<file path="src/rtl/uproc_pkg.sv">
// rtl/uproc_pkg.sv - shared state encoding, opcode field layout and opcode constants
package uproc_pkg;

    typedef enum logic [2:0] {
        S_IDLE  = 3'd0,
        S_FETCH = 3'd1,
        S_DEC   = 3'd2,
        S_EXEC  = 3'd3,
        S_MEM   = 3'd4,
        S_WB    = 3'd5
    } state_t;

    localparam int OPCODE_W = 4;

    localparam logic [OPCODE_W-1:0] OP_NOP   = 4'h0;
    localparam logic [OPCODE_W-1:0] OP_ALU   = 4'h1;
    localparam logic [OPCODE_W-1:0] OP_LOAD  = 4'h2;
    localparam logic [OPCODE_W-1:0] OP_STORE = 4'h3;
    localparam logic [OPCODE_W-1:0] OP_CALL  = 4'h4;
    localparam logic [OPCODE_W-1:0] OP_RET   = 4'h5;

endpackage

</file>
<file path="src/rtl/ret_stack.sv">
// rtl/ret_stack.sv - circular return-address LIFO; a push when full overwrites the oldest entry
module ret_stack #(
    parameter int DEPTH = 8,
    parameter int W     = 8
) (
    input  logic         clk,
    input  logic         reset,
    input  logic         push,
    input  logic         pop,
    input  logic [W-1:0] din,
    output logic [W-1:0] top,
    output logic         full,
    output logic         empty
);

    localparam int SPW = $clog2(DEPTH);
    localparam logic [SPW:0] FULL_CNT = (SPW+1)'(DEPTH);

    logic [W-1:0]   mem [DEPTH];
    logic [SPW-1:0] sp;
    logic [SPW-1:0] sp_m1;
    logic [SPW:0]   count;

    assign sp_m1 = sp - 1'b1;
    assign top   = mem[sp_m1];
    assign full  = (count == FULL_CNT);
    assign empty = (count == '0);

    // sp always wraps; count saturates so full/empty stay truthful after overflow/underflow
    always_ff @(posedge clk or posedge reset) begin
        if (reset) begin
            sp    <= '0;
            count <= '0;
            for (int i = 0; i < DEPTH; i++) mem[i] <= '0;
        end else if (push) begin
            mem[sp] <= din;
            sp      <= sp + 1'b1;
            if (!full) count <= count + 1'b1;
        end else if (pop) begin
            sp <= sp_m1;
            if (!empty) count <= count - 1'b1;
        end
    end

endmodule

</file>
<file path="src/rtl/instr_sequencer.sv">
// rtl/instr_sequencer.sv - fetch/decode/execute control FSM, PC and return stack; STACK_TRAP_EN traps stack faults to pc 0
module instr_sequencer
    import uproc_pkg::*;
#(
    parameter int INSTR_W     = 16,
    parameter int PC_W        = 8,
    parameter int STACK_DEPTH = 8
) (
    input  logic                clk,
    input  logic                reset,
    output logic                imem_req,
    output logic [PC_W-1:0]     imem_addr,
    input  logic                imem_ack,
    input  logic [INSTR_W-1:0]  imem_data,
    output logic [OPCODE_W-1:0] opcode,
    input  logic                dec_rw,
    input  logic                dec_mw,
    input  logic                dec_data,
    input  logic                dec_push,
    input  logic                dec_pop,
    output logic                dmem_req,
    output logic                dmem_we,
    input  logic                dmem_ack,
    output logic                rf_we,
    output logic [PC_W-1:0]     pc,
    output logic                stk_err
);

    state_t              state, state_nxt;
    logic [INSTR_W-1:0]  ir;
    logic [PC_W-1:0]     pc_nxt, pc_inc, target;
    logic                ir_ld, ctl_ld, err_set;
    logic                rw_q, mw_q;
    logic                stk_push, stk_pop, stk_full, stk_empty;
    logic [PC_W-1:0]     stk_top;
    logic                ir_unused;

    assign opcode    = ir[INSTR_W-1 -: OPCODE_W];
    assign target    = ir[PC_W-1:0];
    assign ir_unused = ^ir[INSTR_W-OPCODE_W-1:PC_W];
    assign pc_inc    = pc + 1'b1;

    // Decoder levels are captured in EXEC so every strobe below is a pure register decode
    assign imem_req  = (state == S_FETCH);
    assign imem_addr = pc;
    assign dmem_req  = (state == S_MEM);
    assign dmem_we   = (state == S_MEM) && mw_q;
    assign rf_we     = (state == S_WB) && rw_q;

    ret_stack #(.DEPTH(STACK_DEPTH), .W(PC_W)) u_ret_stack (
        .clk   (clk),
        .reset (reset),
        .push  (stk_push),
        .pop   (stk_pop),
        .din   (pc_inc),
        .top   (stk_top),
        .full  (stk_full),
        .empty (stk_empty)
    );

    always_comb begin
        state_nxt = state;
        pc_nxt    = pc;
        ir_ld     = 1'b0;
        ctl_ld    = 1'b0;
        err_set   = 1'b0;
        stk_push  = 1'b0;
        stk_pop   = 1'b0;
        case (state)
            S_IDLE:  state_nxt = S_FETCH;
            S_FETCH: if (imem_ack) begin
                ir_ld     = 1'b1;
                state_nxt = S_DEC;
            end
            S_DEC:   state_nxt = S_EXEC;
            S_EXEC: begin
                ctl_ld = 1'b1;
                if (dec_push) begin
                    err_set   = stk_full;
                    state_nxt = S_FETCH;
`ifdef STACK_TRAP_EN
                    if (stk_full) begin
                        pc_nxt = '0;
                    end else begin
                        stk_push = 1'b1;
                        pc_nxt   = target;
                    end
`else
                    stk_push = 1'b1;
                    pc_nxt   = target;
`endif
                end else if (dec_pop) begin
                    err_set   = stk_empty;
                    state_nxt = S_FETCH;
`ifdef STACK_TRAP_EN
                    if (stk_empty) begin
                        pc_nxt = '0;
                    end else begin
                        stk_pop = 1'b1;
                        pc_nxt  = stk_top;
                    end
`else
                    stk_pop = 1'b1;
                    pc_nxt  = stk_top;
`endif
                end else if (dec_data || dec_mw) begin
                    state_nxt = S_MEM;
                end else begin
                    state_nxt = S_WB;
                end
            end
            S_MEM: if (dmem_ack) begin
                if (rw_q) begin
                    state_nxt = S_WB;
                end else begin
                    pc_nxt    = pc_inc;
                    state_nxt = S_FETCH;
                end
            end
            S_WB: begin
                pc_nxt    = pc_inc;
                state_nxt = S_FETCH;
            end
            default: state_nxt = S_IDLE;
        endcase
    end

    always_ff @(posedge clk or posedge reset) begin
        if (reset) begin
            state   <= S_IDLE;
            pc      <= '0;
            ir      <= '0;
            rw_q    <= 1'b0;
            mw_q    <= 1'b0;
            stk_err <= 1'b0;
        end else begin
            state <= state_nxt;
            pc    <= pc_nxt;
            if (ir_ld) ir <= imem_data;
            if (ctl_ld) begin
                rw_q <= dec_rw;
                mw_q <= dec_mw;
            end
            if (err_set) stk_err <= 1'b1;
        end
    end

endmodule

</file>
<file path="config.mk">
export PLATFORM = sky130hd
export DESIGN_NAME = instr_sequencer
export DESIGN_NICKNAME = d
export VERILOG_FILES = /design/src/rtl/uproc_pkg.sv /design/src/rtl/ret_stack.sv /design/src/rtl/instr_sequencer.sv
export SDC_FILE = /design/constraint.sdc
export NUM_CORES = 1
export LEC_CHECK = 0
export CELL_PAD_IN_SITES_DETAIL_PLACEMENT = 0
export CELL_PAD_IN_SITES_GLOBAL_PLACEMENT = 1
export CORE_MARGIN = 1
export CORE_UTILIZATION = 42
export DETAILED_ROUTE_END_ITERATION = 6
export HOLD_SLACK_MARGIN = 0.05
export PLACE_DENSITY_LB_ADDON = 0.2
export SLEW_MARGIN = 20
export SYNTH_ARGS = -nofsm -noshare
export SYNTH_HDL_FRONTEND = slang
export SYNTH_HIERARCHICAL = 1
export SYNTH_SLANG_ARGS = --single-unit
</file>
<file path="constraint.sdc">
create_clock -name clk -period 2.4 [get_ports clk]
set_input_delay 0.36 -clock clk [delete_from_list [all_inputs] [get_ports clk]]
set_output_delay 0.36 -clock clk [all_outputs]
set_load 0.02 [all_outputs]
</file>
==> results.py <==
metrics = {
    "outcome": {
        "status": "complete, no violations",
    },
    "placement": {
        "dp.cells": 566,
        "gp_congestion": 0.764,
        "portBuffers": 45,
        "post-dp-hpwl_um": 7630,
    },
    "global_routing": {
        "antenna_found_initial": 0,
        "grt_use_total_pct": 19.1,
        "grt_max_degree": 39,
        "grt_pass1_wl_um": 16900,
        "grt_pass1_vias": 3193,
        "gr-total-overflow": 0,
    },
    "timing": {
        "fin_crit_ns": 2.37,
        "max_slew_margin_pct": 52.3,
        "rsz0062_at_grt": "true",
        "drv_slew": 0,
        "post-route-period-util_pct": 98.8,
        "tightestPinTransition_ns": 0.711,
        "fin_skew_ns": 0.00868,
        "setup_viol": 0,
        "finalSetupTns_ns": 0,
        "max_freq_ghz": 0.422,
        "finalHoldViolCount": 0,
    },
    "critical_path": {
        "path_class": "reg -> reg",
        "startpoint_type": "flop",
        "crit_required_ns": 2.64,
        "crit_fanout": 6,
        "slowest_delay_ns": 0.49,
        "crit_arrival_ns": 2.61,
        "timing.reg2reg.setup_slack_ns": 0.03,
        "path_buf_inv": 2,
        "cpMostUsedCell": "mux2_4",
        "endpoint": "imem_addr[6]",
        "crit_chain": "inv_1 > ha_4 > buf_12 > mux4_2 > mux2_4 > mux2_4 > o22ai_4 > o2bb2a_4",
        "cp_slowest_cell": "mux4_2",
        "crit_cells": 8,
        "r2r_end": "imem_addr[6]",
        "regToRegStartpoint": "u_ret_stack/sp[1]",
        "cp-startpoint": "u_ret_stack/sp[1]",
        "reg2regPathDepth": 8,
        "worst_setup_path_end_kind": "flop",
        "crit_family": "multiplexers",
    },
    "power_and_ir_drop": {
        "vdd_ir_drop_max_mv": 0.623,
        "leakagePower_uw": 0.00274,
        "p_per_area_nw_per_um2": 1430,
    },
    "clock_network": {
        "htreeDepth": 3,
        "ctsHoldBuffers": 0,
        "clk_pin_slew_worst_paths_ns": 0.07,
        "cts_made_buffers": 9,
        "cts_sinks": 97,
        "clock_latency_ns": 0.34,
        "root_buffer": "clkbuf_16",
        "cts_tree": "yes",
        "clockBufferDepth": 2,
    },
    "layout": {
        "drive_gt1_share_pct": 39.8,
        "stdcell_count": 588,
        "fin_nets": 471,
        "diodes": 0,
        "areaGrowthSynthToFinish_pct": 25.1,
        "final_util_pct": 53.8,
    },
    "drt": {
        "via_per_inst": 5.39,
        "drt_iter0_markers": 135,
        "ant_nets": 0,
        "wl_per_cell_um": 18.0,
        "drc": 0,
        "first_pass_iters": 4,
        "vias": 3167,
        "drt-total-wl_um": 10600,
    },
    "synth": {
        "synth_compound_area_share_pct": 6.50,
        "synth_top_cell_by_area": "dfrtp_1",
        "ys_seq_area_share_pct": 49.4,
        "synth_area_leaders": "dfrtp_1 (49%), mux2_2 (17%), mux4_2 (7.3%)",
        "synth-adder-area-share_pct": 1.68,
        "synth_area_um2": 4910,
        "synth_top_area_share_pct": 49.4,
        "synthXorXnorAreaFrac_pct": 2.14,
        "synth_seq_cells": 97,
        "synthMuxAreaShare_pct": 28.2,
        "synth_top_family_by_area": "multiplexers",
        "yosys.area_share.simple_pct": 7.75,
        "synth_edf_count": 0,
        "syn_inst": 364,
        "synth-async-reset-ratio_pct": 100,
        "syn_avg_cell_area_um2": 13.5,
        "ys.flop_type": "dfrtp_1",
        "synth_warnings": 6,
        "synth_fp_nets": 395,
        "synthDistinctLibCells": 54,
    },
    "die": {
        "ios": 50,
        "die_h_um": 110,
        "die_area_um2": 12100,
        "initial_core_util_pct": 43.0,
        "core_area_um2": 11400,
        "core.rowCount": 39,
        "die_width_um": 110,
    },
    "hold_path": {
        "hold_path_class": "in -> async",
    },
    "flow_run": {
        "timing.max_cap.violations": 0,
    },
}
-- registers in the layout, indices dropped and copies added (netlist names) --
| name | count |
|---|---|
| u_ret_stack/mem | 64 |
| ir | 12 |
| imem_addr | 8 |
| u_ret_stack/count | 4 |
| state | 3 |
| u_ret_stack/sp | 3 |
| mw_q | 1 |
| rw_q | 1 |
| stk_err | 1 |
-- report_power, final --
group          internal, µW  leakage (µW)  switching [µW]
Combinational          2570       0.00138            1880
Sequential             2380       0.00122             524
Clock                   736      0.000143             684
Total                  5680       0.00274            3080
-- layer usage --
layer  GRT usage [%]  wire length (µm)
met1            25.3              4750
met2            31.5              5140
met3            2.65               462
met4            8.18               206
met5               0                 0
-- through the flow --
| step | setup WS, ns | power (µW) | hold WS (ns) | area (µm²) |
|---|---|---|---|---|
| final | 0.0289 | 8770 | 0.431 | 6140 |
| after global routing | -0.0561 | 9400 | 0.490 | 6140 |
| after CTS | 0.000526 | 8470 | 0.436 | 6010 |
| after detailed placement | -0.0793 | 6980 | 0.468 | 5700 |
| after global placement | -0.0343 | 6870 | 0.462 | 5700 |
| after floorplan | 0.000413 | 5700 | 0.400 | 4920 |
-- cell type report --
type                            instances  area, µm²
Clock buffer                            9        225
Tap cell                              143        179
Timing Repair Buffer                   93        868
Inverter                                8       30.0
Multi-Input combinational cell        231       2340
Fill cell                             986       5280
Clock inverter                          7       72.6
Sequential cell                        97       2430
-- cells in the final DEF (no fill, tap or decap), types with 4 or more instances in the layout --
| master | Yosys | layout |
|---|---|---|
| a21oi_1 | 9 | 9 |
| a22oi_1 | 4 | 4 |
| and2_1 | 4 | 4 |
| buf_4 | 17 | 44 |
| clkbuf_16 | 0 | 10 |
| clkdlybuf4s50_1 | 0 | 44 |
| dfrtp_1 | 97 | 97 |
| ha_1 | 5 | 4 |
| inv_1 | 7 | 6 |
| mux2_1 | 12 | 12 |
| mux2_2 | 75 | 72 |
| mux2_4 | 1 | 4 |
| mux4_2 | 16 | 16 |
| nand2_1 | 12 | 12 |
| nand2b_1 | 5 | 5 |
| nor2_1 | 11 | 11 |
| nor3_2 | 4 | 4 |
| o22a_1 | 4 | 4 |
| or3_1 | 4 | 4 |
| xnor2_1 | 7 | 7 |
| xor2_1 | 5 | 5 |
-- worst register-to-register path, stage by stage, from the launching register on --
cell and delay (ns):
dfrtp_1 0.34, inv_1 0.08, ha_4 0.31, buf_12 0.13, mux4_2 0.50, mux2_4 0.29, mux2_4 0.28, o22ai_4 0.17
o2bb2a_4 0.17
-- how the worst min path moves through the flow --
stage | startpoint | end | slack, ns | cells after the start
CTS | reset | u_ret_stack/mem[16] | 0.44 | 2
global route | reset | ir[1] | 0.49 | 3
detailed placement | stk_err | stk_err | 0.47 | 1
finish | reset | u_ret_stack/mem[16] | 0.43 | 2
global placement | ir[2] | ir[2] | 0.46 | 1
floorplan | reset | imem_addr[0] | 0.40 | 1
-- logic make-up (layout without fill, tap and decap cells) --
logic type | Yosys count | count (layout)
buffers and inverters | 36 | 117
flip-flops | 97 | 97
multiplexers | 107 | 107
AND/OR/NAND/NOR | 62 | 62
AO/OA/AOI/OAI | 44 | 44
adder cells (fa/ha/maj) | 6 | 6
XOR/XNOR | 12 | 12
-- Yosys cell counts, types with 2 or more instances --
cell and count:
o22a_1 4, ha_1 5, inv_1 7, nand3_1 3
nor3_2 4, buf_4 17, nor2b_1 4, o21ai_1 2
o22ai_1 3, nand2_1 12, a2bb2oi_1 3, mux2_2 75
mux4_2 16, xnor2_1 7, dfrtp_1 97, a211oi_1 3
nor2_1 11, mux2i_1 3, xor2_1 5, a21oi_1 9
a31oi_1 3, buf_2 10, or3_1 4, a22oi_1 4
and2_1 4, o21bai_1 2, nand2b_1 5, and3_1 3
o21ai_0 3, mux2_1 12
-- timing repair --
item	in CTS	in global routing
pin swaps	0	5
endpoints found under the hold margin	0	0
buffers inserted	0	5
cloned	0	1
gates resized for setup	2	12
endpoints found under the setup margin	3	4
(Power assumes the default switching activity.)
==> RTL change, RTL diff (same settings) <==
Add a define of `STACK_TRAP_EN`.
--- a/src/rtl/instr_sequencer.sv
+++ b/src/rtl/instr_sequencer.sv
@@ -1,3 +1,5 @@
 // rtl/instr_sequencer.sv - fetch/decode/execute control FSM, PC and return stack; STACK_TRAP_EN traps stack faults to pc 0
+`define STACK_TRAP_EN
+
 module instr_sequencer
     import uproc_pkg::*;
Check against the original RTL: no difference found for any inputs over 10 cycles, from zero or initial values and one cycle with reset high; that may be too few to reach the edited logic, so the function may still have changed.
==> RTL change against the unedited design <==
Non-clock buffer count is 5 lower; count of clock-buffer cells in the layout is 1 higher; via count is 2.0% lower; setup slack better by 0.064 ns; routed wire length is 0.58% lower; final cell count is 1.5% lower; sequential cell count stayed put; synthesized area is 0.31% higher; power is 0.82% lower; design area is 1.8% lower; largest cell class unchanged.
==> RTL change: results (changes against the unedited design) <==
RUN_STATUS='finished clean'  # unchanged
VIAS=3103  # was 3167
TIMING.CRITICAL_PATH.ARRIVAL_NS=2.54  # was 2.61 ns
POST_SYNTH_FA_HA_MAJ_AREA_FRACTION=0.01676  # was 0.01682
SYN_AVG_CELL_AREA_SQ_UM=13.61  # was 13.49 sq um
YOSYS_MOST_USED_DFF='dfrtp_1'  # unchanged
DP.FINAL_HPWL_UM=7201  # was 7629 um
LEAKAGEPOWER_uW=0.002681  # was 0.002740 uW
GRT_MAX_DEGREE=72  # was 39
SYNTH-XOR-AREA-SHARE=0.02438  # was 0.02140
FINALNONFILLERCELLS=579  # was 588
YOSYSSEQAREASHARE=0.4928  # was 0.4943
IRDROPWORSTVDD_V=0.0005596  # was 0.0006229 V
GLOBAL_ROUTE_WIRE_LENGTH_BEFORE_REPAIR_UM=16760  # was 16930 um
FIN_NETS=462  # was 471
SYNTH_COMPOUND_AREA_FRAC=0.06655  # was 0.06497
NUMPLACEDINSTANCES=558  # was 566
HTREE_LEVELS=3  # unchanged
GRT_UTIL_ALL_LAYERS=0.1888  # was 0.1911
POST_SYNTH_NUM_CELL_TYPES=60  # was 54
DRT-TOTAL-WL_UM=10500  # was 10570 um
SYNTH.TOP_CELLS.BY_COUNT='dfrtp_1, mux2_2, buf_4'  # unchanged
DRT-PASS1-ITER-COUNT=5  # was 4
POSTLAYOUTSETUPSLACKWORST_NS=0.09309  # was 0.02893 ns
DRT_ITER0_MARKERS=174  # was 135
CLOCK-SKEW-FINAL_NS=0.01207  # was 0.008684 ns
TIGHTESTPINTRANSITION_NS=0.6615  # was 0.7106 ns
FILLCELLCOUNT=967  # was 986
MAPPEDNETLISTNETS=393  # was 395
PLACE_CONGESTION=0.7606  # was 0.7641
YS_TOP_CELLS_BY_AREA='dfrtp_1, mux2_2, mux4_2'  # unchanged
SYNTH_MUX_AREA_FRAC=0.2705  # was 0.2820
YOSYS_WARNINGS=6  # unchanged
CP_MAX_FO=9  # was 6
PLACEDINSTANCEAREA_SQ_MM=0.005644  # was 0.005699 sq mm
CRITPATHCAPTURE='imem_addr[3]'  # was imem_addr[6]
RTL change: how the worst min path moves through the flow:
stage,startpoint,slack [ns],cells past startpoint,end
finish,reset,0.41,3,ir[13]
floorplan,reset,0.40,1,imem_addr[0]
global placement,stk_err,0.46,1,stk_err
detailed placement,stk_err,0.47,1,stk_err
CTS,reset,0.42,3,ir[13]
global route,reset,0.51,3,ir[13]
RTL change: area by class of cell:
| cell class | count | area, sq um | share of cell area |
|---|---|---|---|
| well taps | 143 | 178.9 | 0.02964 |
| flip-flops and latches | 97 | 2427 | 0.4022 |
| inverters | 8 | 30.03 | 0.004975 |
| clock inverters | 6 | 97.59 | 0.01617 |
| multi-input cells | 227 | 2268 | 0.3758 |
| clock buffers | 10 | 229.0 | 0.03794 |
| repair buffers | 88 | 804.5 | 0.1333 |
RTL change: per-layer routing:
layer  GRT usage  vias up  routed length, um
met5           0        -                  0
met4     0.07143        0                140
met3     0.03057       10                376
met2      0.2910       54               4832
met1      0.2678     1580               5154
li1            -     1459                  -
RTL change: cells by family after synthesis:
group,after synthesis
buffers and inverters,38
AOI/OAI and AO/OA,42
and+or+nand+nor,65
xor gates and xnor gates,12
DFF,97
muxes,102
adders and majority gates,6
RTL change: worst register-to-register path: stages (launching register included):
cell and delay [ns]:
dfrtp_1 0.36, inv_1 0.09, ha_4 0.29, buf_12 0.13, mux4_2 0.50, mux2_2 0.32, a221oi_2 0.24, a31oi_1 0.07
o22a_1 0.21
RTL change: what timing repair did:
action | in CTS | in global routing
buffers inserted | 5 | 0
cloned | 0 | 0
hold buffers | 0 | 0
resized for setup | 0 | 5
endpoints found under the setup margin | 1 | 14
RTL change: where the power goes:
part | internal [uW] | total (uW) | switching, uW
clock network | 931 | 1590 | 661
logic | 2320 | 4240 | 1920
registers | 2380 | 2870 | 488
